$ cat config.mk
export PLATFORM = sky130hd
export DESIGN_NAME = psum_drain_acc_flat
export DESIGN_NICKNAME = d
export VERILOG_FILES = /design/src/rtl/psum_drain_acc_if.sv /design/src/rtl/psum_drain_acc.sv /design/src/flat_wrapper.sv
export SDC_FILE = /design/constraint.sdc
export NUM_CORES = 1
export LEC_CHECK = 0
export BUFFER_PORTS_ARGS = -buffer_cell sky130_fd_sc_hd__buf_4
export CAP_MARGIN = 40
export CORE_MARGIN = 3
export CORE_UTILIZATION = 40
export DETAILED_ROUTE_END_ITERATION = 12
export HOLD_SLACK_MARGIN = 0.12
export PLACE_DENSITY = 0.67
export SYNTH_ARGS = -nofsm -noshare
export SYNTH_HDL_FRONTEND = slang
export SYNTH_SLANG_ARGS = --single-unit
$ cat constraint.sdc
create_clock -name clk -period 5.11 [get_ports clk]
set_input_delay 0.7665 -clock clk [delete_from_list [all_inputs] [get_ports clk]]
set_output_delay 0.7665 -clock clk [all_outputs]
set_load 0.005 [all_outputs]
$ cat src/rtl/psum_drain_acc_if.sv
// rtl/psum_drain_acc_if.sv - lane input and aligned row output bundle for psum_drain_acc
interface psum_drain_acc_if #(
  parameter int PE_SIZE    = 2,
  parameter int PSUM_WIDTH = 32
);
  logic [PSUM_WIDTH*PE_SIZE-1:0] psum_row_i;
  logic [PE_SIZE-1:0]            psum_en_row_i;
  logic                          out_valid_o;
  logic                          out_ready_i;
  logic [PSUM_WIDTH*PE_SIZE-1:0] out_row_o;
  logic                          out_last_o;

  modport master (
    output psum_row_i, psum_en_row_i, out_ready_i,
    input  out_valid_o, out_row_o, out_last_o
  );

  modport slave (
    input  psum_row_i, psum_en_row_i, out_ready_i,
    output out_valid_o, out_row_o, out_last_o
  );
endinterface

$ cat src/rtl/psum_drain_acc.sv
// rtl/psum_drain_acc.sv - per-lane K-tile psum accumulator with aligned row drain
// Optional macro PSUM_SAT_EN selects signed saturating accumulation instead of wrap-around.
module psum_drain_acc #(
  parameter int PE_SIZE    = 2,
  parameter int PSUM_WIDTH = 32,
  parameter int ACC_DEPTH  = 4,
  parameter int TILE_W     = 8
) (
  input  logic              clk,
  input  logic              rst,
  input  logic              start_i,
  input  logic [TILE_W-1:0] num_tiles_i,
  psum_drain_acc_if.slave   bus,
  output logic              busy_o,
  output logic              overflow_o
);
  localparam int AW = $clog2(ACC_DEPTH);

  typedef enum logic [1:0] {IDLE, ACCUM, DRAIN} state_t;

  state_t                        state, state_nxt;
  logic [TILE_W-1:0]             ntiles;
  logic [AW-1:0]                 wptr [PE_SIZE];
  logic [TILE_W-1:0]             tcnt [PE_SIZE];
  logic [PE_SIZE-1:0]            done;
  logic [PSUM_WIDTH-1:0]         acc  [PE_SIZE][ACC_DEPTH];
  logic [AW-1:0]                 rptr, rsel;
  logic [PSUM_WIDTH*PE_SIZE-1:0] row_rd;
  logic                          xfer;

  function automatic logic [PSUM_WIDTH-1:0] acc_add(input logic [PSUM_WIDTH-1:0] a,
                                                    input logic [PSUM_WIDTH-1:0] b);
    logic [PSUM_WIDTH-1:0] s;
    s = a + b;
`ifdef PSUM_SAT_EN
    // Signed overflow only when both operands share a sign the sum does not.
    if (a[PSUM_WIDTH-1] == b[PSUM_WIDTH-1] && s[PSUM_WIDTH-1] != a[PSUM_WIDTH-1])
      s = a[PSUM_WIDTH-1] ? {1'b1, {(PSUM_WIDTH-1){1'b0}}} : {1'b0, {(PSUM_WIDTH-1){1'b1}}};
`endif
    return s;
  endfunction

  assign xfer   = bus.out_valid_o && bus.out_ready_i;
  assign busy_o = (state != IDLE);

  always_ff @(posedge clk) begin
    if (rst) state <= IDLE;
    else     state <= state_nxt;
  end

  always_comb begin
    state_nxt = state;
    case (state)
      IDLE:    if (start_i) state_nxt = ACCUM;
      ACCUM:   if (&done) state_nxt = DRAIN;
      DRAIN:   if (xfer && bus.out_last_o) state_nxt = IDLE;
      default: state_nxt = IDLE;
    endcase
  end

  // Row 0 is preloaded on entry to DRAIN; afterwards the next row is prefetched per transfer.
  always_comb begin
    rsel   = (state == DRAIN) ? rptr + AW'(1) : '0;
    row_rd = '0;
    for (int c = 0; c < PE_SIZE; c++)
      row_rd[PSUM_WIDTH*(PE_SIZE-c)-1 -: PSUM_WIDTH] = acc[c][rsel];
  end

  always_ff @(posedge clk) begin
    if (rst) begin
      ntiles          <= '0;
      done            <= '0;
      rptr            <= '0;
      overflow_o      <= 1'b0;
      bus.out_valid_o <= 1'b0;
      bus.out_last_o  <= 1'b0;
      bus.out_row_o   <= '0;
      for (int c = 0; c < PE_SIZE; c++) begin
        wptr[c] <= '0;
        tcnt[c] <= '0;
        for (int r = 0; r < ACC_DEPTH; r++) acc[c][r] <= '0;
      end
    end else begin
      case (state)
        IDLE: begin
          if (|bus.psum_en_row_i) overflow_o <= 1'b1;
          if (start_i) begin
            ntiles <= (num_tiles_i == '0) ? TILE_W'(1) : num_tiles_i;
            done   <= '0;
            for (int c = 0; c < PE_SIZE; c++) begin
              wptr[c] <= '0;
              tcnt[c] <= '0;
            end
          end
        end
        ACCUM: begin
          for (int c = 0; c < PE_SIZE; c++) begin
            if (bus.psum_en_row_i[PE_SIZE-1-c]) begin
              if (done[c]) begin
                overflow_o <= 1'b1;
              end else begin
                if (tcnt[c] == '0)
                  acc[c][wptr[c]] <= bus.psum_row_i[PSUM_WIDTH*(PE_SIZE-c)-1 -: PSUM_WIDTH];
                else
                  acc[c][wptr[c]] <= acc_add(acc[c][wptr[c]],
                                             bus.psum_row_i[PSUM_WIDTH*(PE_SIZE-c)-1 -: PSUM_WIDTH]);
                wptr[c] <= wptr[c] + AW'(1);
                if (wptr[c] == AW'(ACC_DEPTH-1)) begin
                  tcnt[c] <= tcnt[c] + TILE_W'(1);
                  if (tcnt[c] + TILE_W'(1) == ntiles) done[c] <= 1'b1;
                end
              end
            end
          end
          if (&done) begin
            bus.out_valid_o <= 1'b1;
            bus.out_row_o   <= row_rd;
            bus.out_last_o  <= 1'b0;
            rptr            <= '0;
          end
        end
        DRAIN: begin
          if (|bus.psum_en_row_i) overflow_o <= 1'b1;
          if (xfer) begin
            if (bus.out_last_o) begin
              bus.out_valid_o <= 1'b0;
              bus.out_last_o  <= 1'b0;
            end else begin
              rptr           <= rptr + AW'(1);
              bus.out_row_o  <= row_rd;
              bus.out_last_o <= (rptr + AW'(1) == AW'(ACC_DEPTH-1));
            end
          end
        end
        default: ;
      endcase
    end
  end
endmodule

$ cat src/flat_wrapper.sv
// flat-port wrapper written by rule: the top's interface ports become plain ports
module psum_drain_acc_flat 
#(
  parameter int PE_SIZE    = 2,
  parameter int PSUM_WIDTH = 32,
  parameter int ACC_DEPTH  = 4,
  parameter int TILE_W     = 8
)
  (clk, rst, start_i, num_tiles_i, busy_o, overflow_o, bus_psum_row_i, bus_psum_en_row_i, bus_out_ready_i, bus_out_valid_o, bus_out_row_o, bus_out_last_o);
  psum_drain_acc_if #(.PE_SIZE(PE_SIZE), .PSUM_WIDTH(PSUM_WIDTH)) bus_i ();
  input  logic clk;
  input  logic rst;
  input  logic start_i;
  input  logic [TILE_W-1:0] num_tiles_i;
  output logic busy_o;
  output logic overflow_o;
  input wire logic [$bits(bus_i.psum_row_i)-1:0] bus_psum_row_i;
  input wire logic [$bits(bus_i.psum_en_row_i)-1:0] bus_psum_en_row_i;
  input wire logic [$bits(bus_i.out_ready_i)-1:0] bus_out_ready_i;
  output wire logic [$bits(bus_i.out_valid_o)-1:0] bus_out_valid_o;
  output wire logic [$bits(bus_i.out_row_o)-1:0] bus_out_row_o;
  output wire logic [$bits(bus_i.out_last_o)-1:0] bus_out_last_o;
  assign bus_i.psum_row_i = bus_psum_row_i;
  assign bus_i.psum_en_row_i = bus_psum_en_row_i;
  assign bus_i.out_ready_i = bus_out_ready_i;
  assign bus_out_valid_o = bus_i.out_valid_o;
  assign bus_out_row_o = bus_i.out_row_o;
  assign bus_out_last_o = bus_i.out_last_o;
  psum_drain_acc #(.PE_SIZE(PE_SIZE), .PSUM_WIDTH(PSUM_WIDTH), .ACC_DEPTH(ACC_DEPTH), .TILE_W(TILE_W)) u_core (.clk(clk), .rst(rst), .start_i(start_i), .num_tiles_i(num_tiles_i), .bus(bus_i), .busy_o(busy_o), .overflow_o(overflow_o));
endmodule
### Word level (Yosys, flattened, before mapping)

Memory sizes are Yosys's and may differ from the RTL's.
Cells that the tools add are included.

| word-level totals | value |
|---|---|
| register bits after elaboration | 81 |
| output and inout bits | 68 |
| word-level logic and storage cells | 1212 |
| memories kept | 3 |
| RAM bits | 276 |
| input bits | 78 |

| cells by class | value |
|---|---|
| add/subtract/negate cells | 7 |
| reduce and logical (&&, ||, !) cells | 23 |
| eq/ne operators | 16 |
| mux-type cells | 626 |
| bitwise operators | 523 |
| $lt $le $gt $ge | 5 |

Memory list:

| memory | words | width | read ports | clocked after memory_dff | write ports | line | source |
|---|---|---|---|---|---|---|---|
| u_core.acc | 2 | 128 | 2 | 0 | 2 | psum_drain_acc.sv:26 | `logic [PSUM_WIDTH-1:0] acc [PE_SIZE][ACC_DEPTH];` |
| u_core.tcnt | 2 | 8 | 2 | 0 | 2 | psum_drain_acc.sv:24 | `logic [TILE_W-1:0] tcnt [PE_SIZE];` |
| u_core.wptr | 2 | 2 | 2 | 0 | 2 | psum_drain_acc.sv:23 | `logic [AW-1:0] wptr [PE_SIZE];` |

Operators with widths:

| kind | count |
|---|---|
| two-way mux 1 bit | 579 |
| bitwise OR 1 bit | 520 |
| two-way mux 128 bit | 4 |
| two-way mux 32 bit | 10 |
| binary-select mux 32 bit (select 2 bit) | 4 |
| two-way mux 64 bit | 3 |
| demux 32 bit (select 2 bit) | 2 |
| one-hot mux 64 bit (2 select lines) | 1 |
| adder 32 bit | 2 |
| two-way mux 8 bit | 5 |
| zero test 8 bit | 3 |
| two-way mux 2 bit | 12 |
| adder 8 x 1 -> 8 bit (second input constant) | 2 |
| equality test 8 bit | 2 |
| AND reduction 3 bit | 4 |
| inequality test 2 x 1 -> 1 bit (second input constant) | 5 |
| greater-or-equal comparator 3 bit (second input constant) | 3 |
| NOT 2 -> 3 bit | 3 |
| equality test 2 bit (second input constant) | 4 |
| inequality test 2 bit (second input constant) | 4 |
| one-hot mux 2 bit (2 select lines) | 2 |
| AND reduction 4 bit | 2 |
| nonzero test 2 bit | 4 |
| adder 2 x 1 -> 2 bit (second input constant) | 3 |
| 8 further kinds | 17 |

### Logic depth before layout (Yosys ltp)

Gate-level depths: netlist (run 1).

| logic depth | value |
|---|---|
| depth in word-level cells | 9 |
| mapped depth | 15 |
| gate-level depth less buffers | 13 |

### Worst setup path before layout (run 1)

OpenSTA, ideal clock, no wires.

| path | value |
|---|---|
| path kind | register to register |
| start point | memory u_core.wptr[0][0] (netlist bit) |
| end point | memory u_core.acc[0][120] (netlist bit), data pin |
| path slack | 0.878 ns |
| cell stages (with the launch flop) | 14 |
| arrival | 3.967 ns |
| clock period less this slack | 4.232 ns |
| cell sequence | edfxtp_1 -> clkbuf_1 -> buf_1 -> mux4_2 -> ha_1 -> fa_1 -> a21oi_1 -> nand4b_1 -> a21boi_2 -> o32ai_2 -> o211ai_1 -> a41oi_1 -> xor2_1 -> o31ai_1 |

RTL lines:

| item | line |
|---|---|
| start, declared | psum_drain_acc.sv:23 |
| end, declared | psum_drain_acc.sv:26 |

==> reports/qor.yml, run 1 <==
setup_path:
  worst-path-buf-inv: 1
  crit_path_start_kind: "flop"
  crit_required_ns: 5.42
  crit_path_top_delay_cell: "mux4_2"
  critPathArrivalTime_ns: 4.36
  cp_cell_sequence: "buf_12, mux4_2, ha_1, a211oi_2, o21bai_1, o2111ai_1, a21oi_1, o211ai_1, nand2_1, a21boi_1, mux2i_1, o211ai_1"
  critical_path.max_fanout: 37
  cp-end-kind: "flop"
  crit_type: "flop to flop"
  critical-path-top-cell-by-count: "o211ai_1"
  critPathTopFamily: "compound AO/OA/AOI/OAI gates"
  critical-path-max-stage-delay_ns: 0.60
timing:
  report.final.hold_viol_count: 0
  finalHoldWorstSlack_ns: 0.449
  fmax_ghz: 0.247
  max_slew_margin_pct: 35.8
  fin_setup_tns_ns: 0
  timing.final.setup_violations: 0
  timing.final.crit_share_pct: 79.4
  worst_pin_slew_ns: 0.963
  fin_worst_skew_ns: 0.0246
  finalMaxSlewViolations: 0
  period_minus_slack_ns: 4.05
  grt_setup_unrepaired: "false"
placement:
  detailed_place_hpwl_mm: 44.7
  io_buffer_count: 145
  detailed_place.area_sq_mm: 0.0240
  routabilityCongestion: 0.949
clock_tree:
  cts_buffers: 42
  cts.sink_count: 357
  cts.repair_timing.setup_buffer_count: 0
  tritoncts_clock_tree: "done"
  cts_root_buffer: "clkbuf_16"
  insertion_delay_to_the_later_sink_of_the_worst_skew_pair_ns: 0.58
  cts-hold-fix-buffers: 0
  cts.path.max_buffers: 3
  cts.clk_slew.worst_paths_ns: 0.06
  htreeDepth: 2
  postCtsResizedCells: 0
yosys:
  synthesis.area_sq_mm: 0.0220
  synthDistinctLibCells: 79
  synth_enable_flop_cells: 276
  synth.ff_latch_count: 357
  dominantRegCellSynth: "edfxtp_1"
  netlist_instances: 2283
  syn_avg_cell_area_sq_um: 9.66
  yosys_warnings: 0
  seq_area_frac_synth_pct: 45.0
  async_flop_share_pct: 0
  synth_nets: 2438
detailed_routing:
  detail_route.iter0.violations: 1903
  drc: 0
  post_drt_wl_per_cell_um: 22.2
  length_of_the_first_detailed_routing_pass_in_iterations: 6
  total_vias_in_the_final_route: 18800
  detail_routed_via_count_per_cell: 6.09
  post_detailed_route_count_of_antenna_violating_nets: 0
  route.final.wire_length_mm: 68.3
global_routing:
  grt_start_max_net_pins: 101
  antenna_found_initial: 7
  grt-ovfl-total: 0
  grtUsageTotal_pct: 23.3
  grt_first_pass_wirelength_mm: 106
  vias_in_the_first_global_route: 18600
outcome:
  outcome: "complete, no violations"
pwr:
  highest_ir_drop_seen_on_vdd_mv: 0.272
  p_leak_nw: 9.58
  power_per_cell_area_mw_per_mm2: 322
floorplan:
  std_cell_rows: 85
  placeableCoreArea_sq_mm: 0.0541
  chipWidth_um: 241
  io-pin-count: 146
  die_extent_in_y_um: 241
  floorplan.initialDensity_pct: 40.7
  die_area_sq_mm: 0.0580
layout:
  fillCellCount: 4953
  layout_commonest_cell: "nand2_1"
  layout.cell_area.non_filler_sq_mm: 0.0254
  post_route_cells_drive_above_1_share_pct: 15.5
  most-common-layout-cells: "nand2_1, edfxtp_1, buf_4"
  layout.nets: 2507
  areaGrowthSynthToFinish_pct: 15.2
run:
  timing.max_cap.violations: 0
worst_hold_path:
  hold_path.class: "input pin to flop"
-- power by group --
group          switching (W)  total (W)  internal (W)
clock network        0.00125    0.00314       0.00190
registers          0.0000898    0.00339       0.00330
logic                0.00101    0.00165      0.000636
total                0.00235    0.00818       0.00583
-- worst register-to-register path, cell delays in order (launching register included) --
cell and delay, ns:
edfxtp_1 0.43, buf_12 0.32, mux4_2 0.60, ha_1 0.32
a211oi_2 0.26, o21bai_1 0.21, o2111ai_1 0.30, a21oi_1 0.16
o211ai_1 0.27, nand2_1 0.14, a21boi_1 0.25, mux2i_1 0.39
o211ai_1 0.15
-- per-stage QoR --
step | cells | power, W | utilization [%] | worst slack [ns]
finish | 3083 | 0.00818 | 46.9 | 1.06
global placement | 2995 | 0.00501 | 43.8 | 1.16
global route | 3082 | 0.00849 | 46.9 | 0.855
floorplan | 2283 | 0.00458 | - | 0.878
CTS | 3080 | 0.00819 | 46.9 | 1.07
detailed placement | 3004 | 0.00506 | 44.2 | 1.10
-- cells by family (layout without fill, tap and decap cells) --
| group | count (synthesis) | after routing | share of synthesized area [%] |
|---|---|---|---|
| other | 0 | 3 | 0 |
| adders and majority gates | 77 | 77 | 4.44 |
| xor gates and xnor gates | 77 | 77 | 3.09 |
| buffers and inverters | 191 | 292 | 3.45 |
| DFF | 357 | 357 | 45.0 |
| AOI/OAI and AO/OA | 627 | 627 | 19.0 |
| muxes | 80 | 80 | 7.28 |
| and+or+nand+nor | 874 | 874 | 17.8 |
-- synthesized netlist by cell type, drive strengths merged (6+ instances only) --
cell      n  area share [%]
a211oi   70             2.5
and3     21            0.60
edfxtp  276              38
nor4      7            0.27
buf      40            0.87
nor2b    11            0.31
o211ai   10            0.34
a22o      8            0.32
nand3   110             2.5
a211o     6            0.24
o21a      6            0.20
inv      23            0.39
mux2     12            0.61
a31oi    10            0.35
nand4    11            0.31
and2     75             2.1
mux4     63             6.4
ha       75             4.3
nor3     18            0.41
o31ai    53             1.8
a311oi   68             2.7
xor2     45             1.8
or4       6            0.20
a21oi   134             3.1
xnor2    32             1.3
dfxtp    81             7.4
nor2    162             2.8
nand2   421             7.2
nand2b    9            0.26
a21o     56             1.9
o21ai   170             3.9
clkbuf  128             2.2
-- layer usage --
layer,global-route usage (%),routed length [um],vias up
met5,0,49,-
met4,8.87,2090,8
met3,3.86,5480,150
met2,40.3,33600,891
met1,29.4,27100,9074
li1,-,-,8649
-- cell type report --
| class | count | area (sq um) | area share [%] |
|---|---|---|---|
| inverter | 23 | 86.3 | 0.340 |
| clock buffer | 65 | 1300 | 5.11 |
| clock inverter | 11 | 135 | 0.532 |
| tap | 696 | 871 | 3.43 |
| timing repair buffer | 193 | 1660 | 6.55 |
| antenna | 3 | 7.51 | 0.0296 |
| sequential | 357 | 9910 | 39.0 |
| multi-input combinational | 1735 | 11400 | 45.0 |
-- final timing paths --
check,start,endpoint,slack (ns),cells after the start
worst min register to register,u_core.bus.out_row_o[57],u_core.bus.out_row_o[57],0.49,2
worst max-delay path,u_core.wptr[0][0],u_core.acc[0][127],1.06,12
worst max register to register,u_core.wptr[0][0],u_core.acc[0][127],1.06,12
worst min-delay path,num_tiles_i[1],u_core.ntiles[1],0.45,3
-- state kept, by name, indices dropped and copies added, names as in the netlist --
name,flops
u_core.acc,256
u_core.bus.out_row_o,64
u_core.tcnt,16
u_core.ntiles,8
u_core.wptr,4
u_core.done,2
u_core.rptr,2
u_core.state,2
u_core.bus.out_last_o,1
u_core.bus.out_valid_o,1
u_core.overflow_o,1
(Power assumes the default switching activity.)
==> run 2: changes to the inputs <==
==> constraint.sdc (replaced) <==
create_clock -name clk -period 4.05 [get_ports clk]
set_input_delay 0.6075 -clock clk [delete_from_list [all_inputs] [get_ports clk]]
set_output_delay 0.6075 -clock clk [all_outputs]
set_load 0.005 [all_outputs]
==> reports/qor.yml, run 2 (synthesis gave the netlist of run 1 again) <==
clock_tree:
  cts_root_buffer: "clkbuf_16"
  cts.repair_timing.setup_buffer_count: 0  # unchanged
  cts_buffers: 42  # unchanged
  cts.clk_slew.worst_paths_ns: 0.06  # about the same
  cts-hold-fix-buffers: 0  # unchanged
  cts.sink_count: 357  # unchanged
  cts.path.max_buffers: 3  # unchanged
  insertion_delay_to_the_later_sink_of_the_worst_skew_pair_ns: 0.57  # about the same
  tritoncts_clock_tree: "done"
  htreeDepth: 2  # unchanged
floorplan:
  placeableCoreArea_sq_mm: 0.0541  # unchanged
  die_extent_in_y_um: 241  # unchanged
  io-pin-count: 146  # unchanged
  chipWidth_um: 241  # unchanged
  std_cell_rows: 85  # unchanged
  floorplan.initialDensity_pct: 40.7  # unchanged
  die_area_sq_mm: 0.0580  # unchanged
global_routing:
  grtUsageTotal_pct: 23.5  # +0.13 points
  grt-ovfl-total: 0  # unchanged
  grt_start_max_net_pins: 106  # +5.0%
  vias_in_the_first_global_route: 18700  # +0.68%
  grt_first_pass_wirelength_mm: 106  # +0.29%
  antenna_found_initial: 1  # -6
placement:
  routabilityCongestion: 0.953  # +0.47%
  io_buffer_count: 145  # unchanged
  detailed_place_hpwl_mm: 45.8  # +2.5%
detailed_routing:
  detail_routed_via_count_per_cell: 6.10  # +0.13%
  detail_route.iter0.violations: 1800  # -5.4%
  total_vias_in_the_final_route: 19000  # +1.1%
  post_detailed_route_count_of_antenna_violating_nets: 0  # unchanged
  drc: 0  # unchanged
  post_drt_wl_per_cell_um: 22.0  # -0.62%
  length_of_the_first_detailed_routing_pass_in_iterations: 7  # +1
  route.final.wire_length_mm: 68.5  # +0.32%
worst_hold_path:
  hold_path_depth: 3  # unchanged
  min_from: "num_tiles_i[1]"
  timing.hold.worst_endpoint: "u_core.ntiles[1]"
  hold_path.class: "input pin to flop"
timing:
  period_minus_slack_ns: 3.82  # -0.239 ns
  finalMaxSlewViolations: 0  # unchanged
  timing.final.setup_violations: 0  # unchanged
  timing.final.crit_share_pct: 94.2  # +15 points
  grt_setup_unrepaired: "false"
  report.final.hold_viol_count: 0  # unchanged
  worst_pin_slew_ns: 0.862  # -0.101 ns
  fmax_ghz: 0.262  # +6.3%
  max_slew_margin_pct: 42.5  # +6.8 points
  fin_worst_skew_ns: 0.00892  # -0.0157 ns
  fin_setup_tns_ns: 0  # unchanged
setup_path:
  critical_path.max_fanout: 17  # -54%
  timing.rr.end: "u_core.acc[1][125]"
  r2r-start: "u_core.wptr[0][2]"
  crit_path_start_kind: "flop"
  crit_required_ns: 4.37  # -1.05 ns
  reg2reg_setup_slack_ns: 0.23  # -0.82 ns
  cp-end-kind: "flop"
  worst_r2r_path_depth: 13  # +1
  critPathArrivalTime_ns: 4.14  # -0.22 ns
  crit_type: "flop to flop"
run:
  timing.max_cap.violations: 0  # unchanged
layout:
  post_route_cells_drive_above_1_share_pct: 16.4  # +0.92 points
  largest_register_ff_count: 256  # unchanged
  most-common-layout-cells: "nand2_1, edfxtp_1, buf_4"
  multi_input_area_sq_mm: 0.0114  # about the same
  max_flop_register: "u_core.acc"
  layout.nets: 2537  # +1.2%
  top_regs: "u_core.acc (256), u_core.bus.out_row_o (64), u_core.tcnt (16)"
  fillCellCount: 4966  # +0.26%
  ff_latch_area_sq_mm: 0.00991  # unchanged
  areaGrowthSynthToFinish_pct: 16.0
  layout_commonest_cell: "nand2_1"
pwr:
  design_power_total_w: 0.0103  # +26%
  p_leak_nw: 9.68  # +1.1%
  power_per_cell_area_mw_per_mm2: 402  # +25%
  highest_ir_drop_seen_on_vdd_mv: 0.273  # +0.36%
outcome:
  outcome: "complete, no violations"
==> run 2: cell count changes in the layout (fill, tap and decap cells not counted), sizes merged <==
cell,delta
buf,+30
clkbuf,+3
diode,-2
inv,-2
==> run 2: through the flow <==
step | cells | cell area [sq um] | setup slack (ns) | hold WS [ns] | util [%]
floorplan | 2283 | 22000 | 0.0210 | 0.459 | -
global placement | 3031 | 24100 | 0.266 | 0.467 | 44.5
detailed placement | 3034 | 24200 | 0.167 | 0.478 | 44.6
CTS | 3111 | 25600 | 0.148 | 0.262 | 47.2
global route | 3111 | 25600 | 0.000917 | 0.300 | 47.2
finish | 3112 | 25600 | 0.234 | 0.295 | 47.2
==> run 2: layer usage <==
layer | track usage, % | share of wire [%]
met1 | 30.0 | 41
met4 | 8.89 | 3.1
met2 | 40.5 | 49
met3 | 3.35 | 7.7
met5 | 0 | 0
==> run 2: worst max path at each step <==
stage / start / endpoint / slack (ns)
after floorplan: u_core.wptr[0][0] / u_core.acc[0][19] / 0.02
after global placement: u_core.wptr[0][0] / u_core.acc[0][127] / 0.27
after detailed placement: u_core.wptr[0][0] / u_core.acc[0][127] / 0.17
after CTS: u_core.wptr[0][0] / u_core.acc[0][127] / 0.15
after global routing: u_core.wptr[0][0] / u_core.acc[0][125] / 0.0009
final: u_core.wptr[0][2] / u_core.acc[1][125] / 0.23
==> run 2: what timing repair did <==
item	4_1_cts	5_1_grt
gates resized for setup	0	3
endpoints found under the hold margin	0	0
endpoints found under the setup margin	0	8
==> run 2: power breakdown <==
group,switching (W),total [W],internal (W)
Clock,0.00154,0.00388,0.00233
Combinational,0.00129,0.00214,0.000843
Sequential,0.000107,0.00427,0.00416
Total,0.00294,0.0103,0.00733
==> run 2: cell type report <==
| class | instances | share of cell area (%) |
|---|---|---|
| Multi-Input combinational cell | 1735 | 44.7 |
| Sequential cell | 357 | 38.8 |
| Timing Repair Buffer | 223 | 7.34 |
| Clock buffer | 68 | 4.98 |
| Tap cell | 696 | 3.41 |
| Clock inverter | 9 | 0.465 |
| Inverter | 23 | 0.338 |
| Antenna cell | 1 | 0.00979 |
==> run 2: critical path, cell delays in order, from the launching register on <==
cell,delay [ns]
edfxtp_1,0.40
buf_12,0.22
buf_12,0.22
mux4_2,0.53
ha_1,0.36
a21o_1,0.19
a21o_1,0.17
a21o_1,0.21
a21oi_1,0.16
nor2b_1,0.08
nor2_2,0.19
a31oi_1,0.15
or3_1,0.43
a31o_1,0.26
